## config.mk

```make
export PLATFORM = sky130hd
export DESIGN_NAME = add_sequencer
export DESIGN_NICKNAME = d
export VERILOG_FILES = /design/src/rtl/add_sequencer.sv
export SDC_FILE = /design/constraint.sdc
export NUM_CORES = 1
export LEC_CHECK = 0
export ABC_CLOCK_PERIOD_IN_PS = 8500
export BUFFER_PORTS_ARGS = -buffer_cell sky130_fd_sc_hd__buf_2
export CORE_ASPECT_RATIO = 1.1
export CORE_MARGIN = 4
export CORE_UTILIZATION = 45
export DETAILED_ROUTE_END_ITERATION = 8
export PLACE_DENSITY = 0.64
export SYNTH_ARGS = -nofsm -noshare
export SYNTH_HDL_FRONTEND = slang
export SYNTH_SLANG_ARGS = --single-unit
```

## constraint.sdc

```tcl
create_clock -name clk_i -period 8.5 [get_ports clk_i]
set_clock_uncertainty 0.1 [all_clocks]
set_input_delay 0.425 -clock clk_i [delete_from_list [all_inputs] [get_ports clk_i]]
set_output_delay 0.425 -clock clk_i [all_outputs]
set_load 0.01 [all_outputs]
```

## src/rtl/add_sequencer.sv

```systemverilog
// ---------------------------------------------------------------------------
// add_sequencer
//   Multi-precision add/subtract controller. Latches two WORDS*8-bit operands
//   and pushes one 8-bit slice per cycle (LS slice first) through a single
//   shared 8-bit ripple-carry adder. The carry is held in a register between
//   slices. The full result is returned under a start/done handshake.
//
// Ports
//   clk_i    in   1  clock, all state changes on the rising edge
//   rst_i    in   1  synchronous active-high reset
//   start_i  in   1  request, sampled only in IDLE
//   sub_i    in   1  0 = A+B, 1 = A-B, latched with the operands
//   a_i      in   W  operand A
//   b_i      in   W  operand B
//   busy_o   out  1  high while not IDLE
//   done_o   out  1  one-cycle result-valid pulse
//   sum_o    out  W  result, held from done until the next accept
//   cout_o   out  1  carry out of the MS slice (sub: 1 = no borrow)
//   ovf_o    out  1  two's-complement overflow of the W-bit operation
//
// State table
//   IDLE | waiting for start, operands not latched
//   RUN  | one slice per cycle through the shared adder
//   DONE | result valid for exactly one cycle
// ---------------------------------------------------------------------------

// 8-bit ripple-carry slice adder; bit 0 is the LSB and takes the carry-in.
module ripple_carry #(
    parameter int N = 8
) (
    input  logic [N-1:0] a_i,
    input  logic [N-1:0] b_i,
    input  logic         c_i,
    output logic [N-1:0] s_o,
    output logic         c_o
);
    logic [N:0] carry;

    assign carry[0] = c_i;

    for (genvar i = 0; i < N; i++) begin : g_fa
        assign s_o[i]       = a_i[i] ^ b_i[i] ^ carry[i];
        assign carry[i + 1] = (a_i[i] & b_i[i]) | (carry[i] & (a_i[i] ^ b_i[i]));
    end

    assign c_o = carry[N];
endmodule

module add_sequencer #(
    parameter int WORDS = 4
) (
    input  logic                 clk_i,
    input  logic                 rst_i,
    input  logic                 start_i,
    input  logic                 sub_i,
    input  logic [8*WORDS-1:0]   a_i,
    input  logic [8*WORDS-1:0]   b_i,
    output logic                 busy_o,
    output logic                 done_o,
    output logic [8*WORDS-1:0]   sum_o,
    output logic                 cout_o,
    output logic                 ovf_o
);
    localparam int W  = 8 * WORDS;
    // Slice index needs at least one bit even when there is a single slice.
    localparam int KW = (WORDS > 1) ? $clog2(WORDS) : 1;
    localparam logic [KW-1:0] K_LAST = KW'(WORDS - 1);

    typedef enum logic [1:0] {
        IDLE = 2'd0,
        RUN  = 2'd1,
        DONE = 2'd2
    } state_t;

    state_t state_q, state_d;

    logic [W-1:0]  a_q, a_d;
    logic [W-1:0]  b_q, b_d;
    logic          sub_q, sub_d;
    logic          carry_q, carry_d;
    logic [KW-1:0] k_q, k_d;
    logic [W-1:0]  sum_q, sum_d;
    logic          cout_q, cout_d;
    logic          ovf_q, ovf_d;

    logic [W-1:0]  b_eff;
    logic [7:0]    a_slice;
    logic [7:0]    b_slice;
    logic [7:0]    s_slice;
    logic          c_slice;
    logic          accept;
    logic          last_slice;

    // Subtraction is a + ~b + 1; the +1 comes from carry_q being preset to sub.
    assign b_eff      = sub_q ? ~b_q : b_q;
    assign accept     = (state_q == IDLE) && start_i;
    assign last_slice = (k_q == K_LAST);

    always_comb begin
        a_slice = '0;
        b_slice = '0;
        for (int i = 0; i < WORDS; i++) begin
            if (k_q == KW'(i)) begin
                a_slice = a_q[8*i +: 8];
                b_slice = b_eff[8*i +: 8];
            end
        end
    end

    ripple_carry #(.N(8)) u_adder (
        .a_i (a_slice),
        .b_i (b_slice),
        .c_i (carry_q),
        .s_o (s_slice),
        .c_o (c_slice)
    );

    // -----------------------------------------------------------------------
    // FSM: state register
    // -----------------------------------------------------------------------
    always_ff @(posedge clk_i) begin
        if (rst_i) begin
            state_q <= IDLE;
        end else begin
            state_q <= state_d;
        end
    end

    // -----------------------------------------------------------------------
    // FSM: next-state logic
    // -----------------------------------------------------------------------
    always_comb begin
        state_d = state_q;
        unique case (state_q)
            IDLE: if (start_i)    state_d = RUN;
            RUN:  if (last_slice) state_d = DONE;
            DONE:                 state_d = IDLE;
            default:              state_d = IDLE;
        endcase
    end

    // -----------------------------------------------------------------------
    // FSM: outputs
    // -----------------------------------------------------------------------
    always_comb begin
        busy_o = (state_q != IDLE);
        done_o = (state_q == DONE);
    end

    assign sum_o  = sum_q;
    assign cout_o = cout_q;
    assign ovf_o  = ovf_q;

    // -----------------------------------------------------------------------
    // Datapath next-state
    // -----------------------------------------------------------------------
    always_comb begin
        a_d     = a_q;
        b_d     = b_q;
        sub_d   = sub_q;
        carry_d = carry_q;
        k_d     = k_q;
        sum_d   = sum_q;
        cout_d  = cout_q;
        ovf_d   = ovf_q;

        if (accept) begin
            a_d     = a_i;
            b_d     = b_i;
            sub_d   = sub_i;
            carry_d = sub_i;
            k_d     = '0;
        end else if (state_q == RUN) begin
            for (int i = 0; i < WORDS; i++) begin
                if (k_q == KW'(i)) begin
                    sum_d[8*i +: 8] = s_slice;
                end
            end
            carry_d = c_slice;
            if (last_slice) begin
                cout_d = c_slice;
                ovf_d  = (a_q[W-1] == b_eff[W-1]) && (s_slice[7] != a_q[W-1]);
            end else begin
                k_d = k_q + 1'b1;
            end
        end
    end

    always_ff @(posedge clk_i) begin
        if (rst_i) begin
            a_q     <= '0;
            b_q     <= '0;
            sub_q   <= 1'b0;
            carry_q <= 1'b0;
            k_q     <= '0;
            sum_q   <= '0;
            cout_q  <= 1'b0;
            ovf_q   <= 1'b0;
        end else begin
            a_q     <= a_d;
            b_q     <= b_d;
            sub_q   <= sub_d;
            carry_q <= carry_d;
            k_q     <= k_d;
            sum_q   <= sum_d;
            cout_q  <= cout_d;
            ovf_q   <= ovf_d;
        end
    end
endmodule
```

After elaboration in Yosys (flattened, before gate mapping)
Cells that the tools add are included.

word-level totals
  bits in registers = 104
  latch bits = 0
  memory bits (writable) = 0
  ROM bits = 0
  input port bits = 68
  output and inout port bits = 36
  word-level logic and storage cells = 92
  memories = 0

cells by class
  add/subtract/negate cells = 1
  multipliers = 0
  divide/modulo/power cells = 0
  order comparisons = 0
  equality and inequality tests = 9
  shifts and indexed selects = 0
  mux-type cells = 14
  bitwise operators = 43
  reduce and logical (&&, ||, !) cells = 13

operators by type and width
  operator                                                          count
  8-bit two-way mux                                                 8
  32-bit two-way mux                                                1
  32-bit inverter                                                   1
  1-bit bitwise AND                                                 16
  1-bit bitwise XOR                                                 16
  3-bit AND reduction                                               4
  1-bit bitwise OR                                                  8
  2-bit == test (second input constant)                             3
  2-bit by 1-bit == test with 1-bit output (second input constant)  2
  2-bit logical NOT                                                 2
  2-bit two-way mux                                                 2
  2-bit inequality test (second input constant)                     2
  2-bit one-hot mux with 2 select lines                             1
  2-bit AND reduction                                               2
  2-bit nonzero test                                                2
  2-bit by 1-bit adder with 2-bit output (second input constant)    1
  1-bit logical AND                                                 2
  1-bit two-way mux                                                 2
  1-bit inverter                                                    2
  2-bit OR reduction                                                1
  1-bit == test                                                     1
  1-bit inequality test                                             1

Depth between registers and ports, before layout
  word-level depth = 25
  gate-level depth with buffers = 22
  gate-level depth less buffers = 19

By module
Synthesis repeated with hierarchy kept, for this count alone.

unflattened totals
  cells, all modules = 603
  area, all modules = 4727.0 sq um

by module, submodules not included
  module         instances  cells an instance  area each (sq um)  sequential area each (sq um)
  add_sequencer  1          585                4529.3             2082.0
  ripple_carry   1          18                 197.7              0.0

Least setup slack after synthesis
Ideal clock, no wire load.

  path kind = register to register
  start point = register k_q[0]
  end point = register ovf_q, in the netlist ovf_o
  library setup time = 0.134 ns
  data arrival time = 4.873 ns
  data required time = 8.266 ns
  path slack = 3.392 ns
  cell stages (with the launch flop) = 23
  buffers on the path = 3
  period minus slack after synthesis = 5.108 ns
  path through = dfxtp_1 > inv_1 > ha_1 > buf_2 > nor2b_1 > clkbuf_2 > buf_2 > a221oi_1 > o32ai_1 > fa_1 > fa_1 > fa_1 > fa_1 > fa_1 > inv_1 > fa_1 > inv_1 > fa_1 > inv_1 > fa_1 > nor2b_1 > mux2i_1 > a211oi_1

on the way
  word-level cells in the longest chain between the ends = 23
  elaborated cells on any way between the ends = 45
  those cells by class = eq/ne: 4; mux: 8; bitwise: 30; reduce/logical: 3

ends and longest elaborated chain
  element                         line  text
  start, declared                 81    logic [KW-1:0] k_q, k_d;
  start signal, assigned          204   k_q <= k_d;
  2-bit logical NOT               103   if (k_q == KW'(i)) begin
  8-bit two-way mux (4 in a row)  103
  1-bit bitwise XOR               43    assign carry[i + 1] = (a_i[i] & b_i[i]) | (carry[i] & (a_i[i] ^ b_i[i]));
  1-bit bitwise AND               43
  1-bit bitwise OR                43
  1-bit bitwise AND               43
  1-bit bitwise OR                43
  1-bit bitwise AND               43
  [... 5 more ...]                n/a
  1-bit bitwise AND               43
  1-bit bitwise OR                43
  1-bit bitwise AND               43
  1-bit bitwise OR                43
  1-bit bitwise XOR *             42    assign s_o[i] = a_i[i] ^ b_i[i] ^ carry[i];
  net s_slice[7]                  89    logic [7:0] s_slice;
  1-bit inequality test *         182   ovf_d = (a_q[W-1] == b_eff[W-1]) && (s_slice[7] != a_q[W-1]);
  1-bit logical AND *             182
  end signal, assigned            207   ovf_q <= ovf_d;
  end, declared                   84    logic ovf_q, ovf_d;

Mark *: on every way through the listed nets, which the timed path passes. The rest lies on a longest branch.
A chain may end at the register's enable or synchronous reset.

Worst setup path in the final report
Ends and elaborated chain as after synthesis.

==> results.md <==
* # port buffers at roughly 100
* Mean instance size in the synthesized netlist at 8.18 sq um
* Distinct cell type count of the synthesized netlist at 35
* Yosys top cell by area: sky130_fd_sc_hd__dfxtp_1
* Final cycle utilization of the critical path at 68.7%
* Number of max-cap violations at 0
* Kind of cell adding the most delay to the critical path: adder cells
* Arrival @ worst endpoint at 5.93 ns
* First-pass GRT wire length at 18,700 um
* Fraction of power spent switching nets at around a quarter
* Total number of nets in the final design at 738
* Total area of multi-input combinational cells at 2340 sq um
* Biggest area contributors in the synthesized netlist: sky130_fd_sc_hd__dfxtp_1 43%, sky130_fd_sc_hd__nand2_1 11%, sky130_fd_sc_hd__a21oi_1 9.2%, sky130_fd_sc_hd__a211oi_1 3.9%, sky130_fd_sc_hd__fa_1 3.3%
* Commonest non-fill, non-tap cells in the layout: 139 x sky130_fd_sc_hd__nand2_1, 104 x sky130_fd_sc_hd__dfxtp_1, 103 x sky130_fd_sc_hd__buf_2
* Clock transition at path regs at 0.07 ns
* Reg-to-Reg End: ovf_o$_SDFFE_PP0P_
* PwrDens at 204 nW/um^2
* DRC Markers at 0
* Area of the placeable core at 10,500 sq um
* Comb pwr share at 14.5%
* Clock tree from TritonCTS: done
* Min cycle time layout at 5.84 ns
* Number of antenna cells inserted at 0
* Peak VDD IR at 0.0000938 V
* Number of buffers inserted by hold repair at cts at 0
* Global router's overall resource usage at a little under a fifth
* Cell Area, Synth at 4870 sq um
* Final setup fails at 0
* Resized Gates After CTS at 0
* Setup_tns at 0 ns
* Die Area at 12,500 sq um
* Post-layout worst setup margin at about 2.7 ns
* Cts bufs inserted at 9
* Maximum fanout count along the critical path at 25
* F_max at 171 MHz
* Pre-CTS setup slack at 2.66 ns
* Count of antenna-violating nets left after detailed routing at 0
* Site row count at 39
* Share of the synthesized area in the top cell type at about 43%
* Warnings from Yosys at 0
* First-iteration detailed-routing DRC count at 273
* Maximum number of pins on one net before global-route repair at ~110
* Die X-Extent at 107 um
* Count of buffer and inverter cells on the critical path at 4
* Number of detailed-route iterations in the first pass at 5
* Path type of the worst setup path: register to register
* Status: finished clean
* RR Startpoint: k_q[0]$_SDFFE_PP0P_
* Layout cell share with drive strength beyond 1 at 19.9%
* Static leakage power at 0.00222 uW
* Cells after synthesis at 595
* CTS max path bufs at 2
* Total power at ~1100 uW
* Crit path cell chain: inv_1 -> ha_1 -> or3b_2 -> a32oi_1 -> o32ai_1 -> fa_1 -> fa_1 -> fa_1 -> fa_1 -> fa_1 -> inv_1 -> fa_1 -> inv_1 -> fa_1 -> inv_1 -> fa_1 -> nor2b_1 -> mux2i_1 -> a211oi_1
* Syn_nets at 675
* Startpoint type of the worst setup path: register
* Area grow syn2layout at 14.9%
* Post-detailed-route wirelength per cell at 14.5 um
* Number of cells on the worst reg-to-reg path at 19
* Sequential power share at 46.7%
* Final Max Slew Viols at 0
* Number of H-tree branching levels at 3
* Drt via density at 5.20
* Share of power burned in the clock network at 38.8%
* End point of the most critical hold path: a_q[1]$_SDFFE_PP0P_
* Setup repair after global routing missed its margin: false
* Boundary pin count at about 100
* Detailed placement HPWL at 8190 um
* Worst rel slew slack at 29.3%
* Ys flop type: sky130_fd_sc_hd__dfxtp_1
* Worst Max-Slew Pin Slew at 1.06 ns
* Post-layout util at 53.3%
* Cell depth of the worst hold path at 3
* Post-route worst hold slack at 0.207 ns
* Crit path depth at 19
* Most common library cell in the layout ignoring fill and taps: sky130_fd_sc_hd__nand2_1
* Synthesis-stage register bit count at 104
* Vias post-DR at about 4,200
* Starting utilization of the core area at 46.4%
* Sequential cell area in the final layout at 2080 sq um
* Source-to-sink clock delay at the later pin of the worst-skew pair at 0.35 ns
* Switching power summed over all nets at roughly 300 uW
* Slowest cell on the critical path: sky130_fd_sc_hd__ha_1
* Flop2flop setup slack at 2.66 ns
* Sequential area share after synthesis at 42.8%
* Routability-driven placement congestion ratio at ~0.83
* Most used cell, CP: sky130_fd_sc_hd__fa_1
* Number of global-route vias before repair at 3,776
* Total number of clock tree sinks at 104
* Routed wire length at 11,700 um
* Element type at the critical path end: register
* Number of enable flip-flop cells after synthesis at 0
* Hold Path Origin: a_i[1]
* Filler cell count at 1,027
* Setup Buffers After CTS at 0
* Grt ovf at 0
* Number of antenna violations at the first check in global routing at 0
* Pint at 845 uW
* Proportion of synthesized flip-flops having asynchronous set or reset at 0%
* Root buffer cell: sky130_fd_sc_hd__clkbuf_16
* Data required time of the critical path at 8.59 ns
* Height of the die at 117 um
* Critical path's largest stage delay at 0.68 ns
* Hold Crit Class: primary input to register
* Final hold viol count at 0
-- through the flow --
stage	instances	cell area, sq um
2_1_floorplan	595	4870
3_3_place_gp	790	5270
3_5_place_dp	790	5270
4_1_cts	806	5590
5_1_grt	806	5590
6_report	806	5590
-- power by group through the flow --
stage	clock network, uW	logic [uW]	registers (uW)
6_report	443	165	533
5_1_grt	472	186	536
3_5_place_dp	0	166	544
3_3_place_gp	0	160	543
4_1_cts	449	167	533
2_1_floorplan	0	124	538
-- kinds of logic after synthesis --
group,synth area share (%)
buffers and inverters,9.13
AND/OR/NAND/NOR,20.1
adder cells (fa/ha/maj),4.32
XOR/XNOR,0.360
AO/OA/AOI/OAI,21.1
flip-flops,42.8
multiplexers,2.26
-- worst reg2reg max path: cells and delay by family (launching register included) --
kind	cells	cell delay (ns)
fa+ha+maj	9	3.71
simple gates	2	0.69
compound gates	3	0.43
flops	1	0.34
buf+inv	4	0.30
mux	1	0.13
-- synth_stat cells, types with 11 or more instances --
| library cell | n |
|---|---|
| sky130_fd_sc_hd__a211oi_1 | 25 |
| sky130_fd_sc_hd__a21oi_1 | 89 |
| sky130_fd_sc_hd__a221oi_1 | 16 |
| sky130_fd_sc_hd__buf_2 | 12 |
| sky130_fd_sc_hd__buf_4 | 11 |
| sky130_fd_sc_hd__clkbuf_1 | 24 |
| sky130_fd_sc_hd__dfxtp_1 | 104 |
| sky130_fd_sc_hd__inv_1 | 31 |
| sky130_fd_sc_hd__mux2i_1 | 11 |
| sky130_fd_sc_hd__nand2_1 | 139 |
| sky130_fd_sc_hd__nor2_1 | 36 |
-- worst max path at each step --
| stage | start | end | slack [ns] |
|---|---|---|---|
| after floorplan | k_q[0]$_SDFFE_PP0P_ | ovf_o$_SDFFE_PP0P_ | 3.39 |
| after global placement | k_q[0]$_SDFFE_PP0P_ | ovf_o$_SDFFE_PP0P_ | 2.92 |
| after detailed placement | k_q[0]$_SDFFE_PP0P_ | ovf_o$_SDFFE_PP0P_ | 2.66 |
| after CTS | k_q[0]$_SDFFE_PP0P_ | ovf_o$_SDFFE_PP0P_ | 2.65 |
| after global routing | k_q[0]$_SDFFE_PP0P_ | ovf_o$_SDFFE_PP0P_ | 2.32 |
| final | k_q[0]$_SDFFE_PP0P_ | ovf_o$_SDFFE_PP0P_ | 2.66 |
-- metal layers --
metal / vias to the layer above / routed length [um] / track usage, %
met1: 1935 / 5450 / 26.4
met4: 0 / 191 / 6.82
met5: - / 0 / 0
met3: 14 / 613 / 3.40
met2: 100 / 5430 / 29.8
li1: 2142 / - / -
-- sequential cells by signal, indices dropped and copies added, names as in the netlist --
| name | flops |
|---|---|
| sum_o | 32 |
| k_q | 2 |
| sub_q | 1 |
| state_q | 2 |
| ovf_o | 1 |
| a_q | 32 |
| carry_q | 1 |
| b_q | 32 |
| cout_o | 1 |
-- final cells by class --
cell class / instances / share of cell area (%)
clock inverters: 6 / 1.48
inverters: 31 / 2.08
repair buffers: 108 / 9.89
multi-input cells: 404 / 41.8
well taps: 143 / 3.20
flip-flops and latches: 104 / 37.2
clock buffers: 10 / 4.27
No activity file was read; power rests on OpenSTA's default activity.
